[src/rtl/early_div.sv]
// early_div: multi-cycle 32-bit integer divider for DIV (signed) / DIVU.
// The leading-zero count of |dividend| pre-normalises the dividend so the
// restoring loop runs only 32-lz iterations.
// Ports:
//   clock, reset       - single clock, synchronous active-high reset
//   start              - request a division (accepted in IDLE or DONE)
//   is_signed          - 1 = DIV (two's complement), 0 = DIVU
//   dividend, divisor  - operands, sampled on the start edge
//   flush              - abort the current operation, return to IDLE
//   busy               - high in PREP, ITER and FIX
//   done               - high for the single DONE cycle
//   quo, rem           - quotient (LO) and remainder (HI), held between results

// Clz: combinational leading-zero count, 32 for an all-zero input.
module Clz (
  input  logic [31:0] value,
  output logic [5:0]  count
);
  always_comb begin
    count = 6'd32;
    // Ascending scan: the highest set bit is the last to write.
    for (int unsigned i = 0; i < 32; i++) begin
      if (value[i]) count = 6'(31 - i);
    end
  end
endmodule

module early_div (
  input  logic        clock,
  input  logic        reset,
  input  logic        start,
  input  logic        is_signed,
  input  logic [31:0] dividend,
  input  logic [31:0] divisor,
  input  logic        flush,
  output logic        busy,
  output logic        done,
  output logic [31:0] quo,
  output logic [31:0] rem
);

  typedef enum logic [2:0] {IDLE, PREP, ITER, FIX, DONE} state_t;

  state_t      state, next_state;
  logic        sgn, sa, sb;
  logic [31:0] mag_a, mag_b, raw_a;
  logic [31:0] a, q;
  logic [31:0] r;
  logic [5:0]  cnt;
  logic [5:0]  lz;
  logic [32:0] r_sh;
  logic        ge;
  logic        start_ok;

  Clz u_clz (
    .value (mag_a),
    .count (lz)
  );

  assign start_ok = start && !flush && (state == IDLE || state == DONE);

  // The partial remainder after each compare/subtract is always below
  // |divisor|, so it is held in 32 bits; only the shifted value needs 33.
  assign r_sh = {r, a[31]};
  assign ge   = r_sh >= {1'b0, mag_b};

  assign busy = (state == PREP) || (state == ITER) || (state == FIX);
  assign done = (state == DONE);

  always_ff @(posedge clock) begin
    if (reset) state <= IDLE;
    else       state <= next_state;
  end

  always_comb begin
    next_state = state;
    case (state)
      IDLE: if (start) next_state = PREP;
      PREP: begin
        if (mag_b == '0)      next_state = DONE;
        else if (lz == 6'd32) next_state = FIX;
        else                  next_state = ITER;
      end
      ITER: if (cnt == 6'd1) next_state = FIX;
      FIX:  next_state = DONE;
      DONE: next_state = start ? PREP : IDLE;
      default: next_state = IDLE;
    endcase
    if (flush) next_state = IDLE;
  end

  always_ff @(posedge clock) begin
    if (reset) begin
      sgn   <= 1'b0;
      sa    <= 1'b0;
      sb    <= 1'b0;
      mag_a <= '0;
      mag_b <= '0;
      raw_a <= '0;
      a     <= '0;
      r     <= '0;
      q     <= '0;
      cnt   <= '0;
      quo   <= '0;
      rem   <= '0;
    end else begin
      if (start_ok) begin
        sgn   <= is_signed;
        sa    <= is_signed & dividend[31];
        sb    <= is_signed & divisor[31];
        mag_a <= (is_signed && dividend[31]) ? -dividend : dividend;
        mag_b <= (is_signed && divisor[31])  ? -divisor  : divisor;
        raw_a <= dividend;
      end
      case (state)
        PREP: begin
          if (mag_b == '0) begin
            if (!flush) begin
              quo <= '1;
              rem <= raw_a;
            end
          end else begin
            a   <= (lz == 6'd32) ? '0 : (mag_a << lz);
            r   <= '0;
            q   <= '0;
            cnt <= 6'd32 - lz;
          end
        end
        ITER: begin
          r   <= ge ? 32'(r_sh - {1'b0, mag_b}) : r_sh[31:0];
          a   <= a << 1;
          q   <= {q[30:0], ge};
          cnt <= cnt - 6'd1;
        end
        FIX: begin
          if (!flush) begin
            if (sgn) begin
              quo <= (sa ^ sb) ? -q : q;
              rem <= sa ? -r : r;
            end else begin
              quo <= q;
              rem <= r;
            end
          end
        end
        default: ;
      endcase
    end
  end

endmodule

[config.mk]
export PLATFORM = sky130hd
export DESIGN_NAME = early_div
export DESIGN_NICKNAME = d
export VERILOG_FILES = /design/src/rtl/early_div.sv
export SDC_FILE = /design/constraint.sdc
export NUM_CORES = 1
export LEC_CHECK = 0
export ABC_CLOCK_PERIOD_IN_PS = 6900
export CAP_MARGIN = 20
export CORE_AREA = 2 2 153 215
export DETAILED_ROUTE_END_ITERATION = 7
export DIE_AREA = 0 0 155 217
export PLACE_DENSITY = 0.78
export SYNTH_ARGS = -nofsm -noshare
export SYNTH_HDL_FRONTEND = slang
export SYNTH_SLANG_ARGS = --single-unit
export TNS_END_PERCENT = 100
[constraint.sdc]
create_clock -name clock -period 6.9 [get_ports clock]
set_clock_uncertainty 0.15 [all_clocks]
set_input_delay 1.38 -clock clock [delete_from_list [all_inputs] [get_ports clock]]
set_output_delay 1.38 -clock clock [all_outputs]
set_load 0.03 [all_outputs]
==> summary.md <==
| Metric | Value |
|---|---|
| Hold Slack | a little over 0.3 ns |
| M2 GR Usage | 56.73% |
| Area share of the largest cell type after synthesis | a little under a third |
| Die area | around 34,000 um^2 |
| Post-CTS sizing | 0 |
| Clock Sinks | 267 |
| Synth cell count leaders | nor2_1 (273), dfxtp_1 (267), nand2_1 (255) |
| Max Root-Sink Buffers | 3 |
| GRT Util Overall | approximately a third |
| Status | finished, final reports clean |
| CTS clk-pin slew, worst paths | approximately 0.060 ns |
| H-tree depth | 1 |
| Synth top area cells | dfxtp_1 (31%), a21oi_1 (6.5%), nor2_1 (6.0%) |
| DR pass1 iterations | 5 |
| Core ar. | around 32,000 um^2 |
| CTS tree | built |
| Iter 0 DRT Violations | ~1,200 |
| CTS Buf Count | 28 |
| Largest net degree at the start of global routing | roughly 150 |
| Num ports | about 140 |
| Postcts setup bufs | 0 |
| Area grow syn2layout | 13.56% |
| Vias post-DR | 17,290 |
| Die height | around 220 um |
| Clock Latency Late Sink | 0.56 ns |
| Clock Tree Root | clkbuf_16 |
| Async S/R FF share, synth | 0% |
| Site row count | 78 |
| Most frequent cell after synthesis | nor2_1 |
| Fin. max-slew vios | 0 |
| Final setup vio count | 0 |
| Grt ovf | 0 |
| DP Wirelength | between 40 and 50 mm |
| Synth warn | 0 |
| Diode count | 0 |
| Drt total wl | about 56 mm |
| Max Cap Violations | 0 |
| Fin crit period | about 4.4 ns |
| Setup crit start kind | primary input |
| #FFs+latches synth | 267 |
| Cell Area, Placed | 18,530 um^2 |
| Met3 Use GR | 3.803% |
| RSZ-0062 raised after global routing | false |
| Number of global-route vias before repair | 16,490 |
| Avg Cell Area, Syn | 7.542 um^2 |
| Crit-path max FO | 7 |
| Top_reg_cell synth | dfxtp_1 |
| VDD IR max | roughly 0.00022 V |
| Crit path DAT | about 4.7 ns |
| Antenna violations before repair | 0 |
| Post-Syn Area | about 17,000 um^2 |
| Setup WS post-layout | ~2.5 ns |
| Slew HR | around 27% |
| Mapped Nets | 2,391 |
| Starting density of the core | between 50 and 60% |
| Fmax | around 230 MHz |
| Gr busiest metal | met2 |
| Sum Neg Setup Slack | 0 ns |
| Nets | 2,408 |
| Worst Hold Class | flop to flop |
| Pwr/cell area | between 200 and 250 nW/um^2 |
| Critical path type | primary input to flop |
| Total leakage power | around 6.8 nW |
| Yosys cell types | a little over 90 |
| Via density per instance | about 6.4 |
| Die X | roughly 160 um |
| EDFF count, synth | 0 |
| Endpoints failing hold | 0 |
| # port buffers | roughly 130 |
| Layout cells sized above 1 | 5.606% |
| Worst slack at placement | around 2.1 ns |
| Yosys top cell by area | dfxtp_1 |
| Cell area after layout | 19,550 um^2 |
| Antenna viol nets, final | 0 |
| Routed length per instance | a little over 20 um |
| First-pass GRT wire length | approximately 87 mm |
| # DRC | 0 |
| Final period util | 64.04% |
| Cells after Synth | 2,282 |
| Worst Max-Slew Pin Slew | 1.098 ns |
| Routing usage on met1 | between 30% and 40% |
| Seq/Total Area, Yosys | 31.06% |
| Routability cong. | 0.9784 |
| Endpoint type of the worst setup path | flop |
| WP data required | around 7.2 ns |
| Post-CTS Hold Fix Bufs | 0 |
==> final timing paths <==
check | slack (ns) | depth (start not counted) | to | start
worst max register to register | 2.84 | 9 | a[20] | mag_a[0]
worst min register to register | 0.31 | 2 | raw_a[3] | raw_a[3]
worst max-delay path | 2.48 | 10 | mag_a[29] | dividend[6]
worst min-delay path | 0.31 | 2 | raw_a[3] | raw_a[3]
==> flip-flops by register name, summed over array words and instances, names as in the netlist, 3 cells and up <==
signal	count
mag_b	32
rem	32
cnt	6
q	32
raw_a	31
mag_a	32
state	3
a	32
quo	32
r	32
==> final cells by class <==
type                    instances  area, um^2
fillers                      2854       12370
multi-input cells            1772       10900
flip-flops and latches        267        5345
repair buffers                157        1548
clock buffers                  37       825.8
well taps                     400       500.5
inverters                      73       274.0
clock inverters                13       156.4
==> cells by family (layout without fill, tap and decap cells) <==
logic type | after synthesis | after routing | share of synthesized area (%)
compound gates | 711 | 711 | 27.09
xor+xnor | 128 | 128 | 6.514
fa+ha+maj | 40 | 40 | 2.951
buf+inv | 243 | 280 | 5.801
flops | 267 | 267 | 31.06
mux | 71 | 71 | 4.384
simple gates | 822 | 822 | 22.20
==> where the power goes <==
group / switching [W] / leakage, nW / internal, W
clock network: 0.000649 / 0.484 / 0.000952
registers: 0.0000741 / 2.17 / 0.00160
logic: 0.000730 / 4.16 / 0.000415
==> metrics by stage <==
stage                     util, %  instances  power (W)
after floorplan                 -       2282   0.002502
after detailed placement    58.06       2667   0.002817
after global placement      58.06       2667   0.002795
final                       61.25       2719   0.004422
after global routing        61.25       2719   0.004600
after CTS                   61.14       2717   0.004409
==> critical path, cell delays in order <==
cell,delay (ns)
clkdlybuf4s50_1,0.53
nor4_1,0.62
nand3_1,0.19
nor4_1,0.46
nand3b_1,0.25
nor3_1,0.40
nand3b_1,0.18
o41ai_1,0.37
xor2_1,0.12
a211oi_1,0.23
==> metal layers <==
metal  routed length, um  share of wire [%]
met1               20170                 36
met2               27310                 49
met3                3029                5.5
met4                5001                9.0
met5                   0                  0
==> cells in the final DEF, fill, tap and decap left out, types with 33 or more instances in the layout <==
cell type / instances
xnor2_1: 65
nand3_1: 68
clkdlybuf4s50_1: 133
nor4_1: 33
xor2_1: 63
ha_1: 39
nand2_1: 254
dfxtp_1: 267
inv_1: 73
o21ai_0: 137
nor2_1: 271
nor3_1: 47
mux2i_1: 60
a211oi_1: 115
a21oi_1: 222
(Power assumes the default switching activity.)
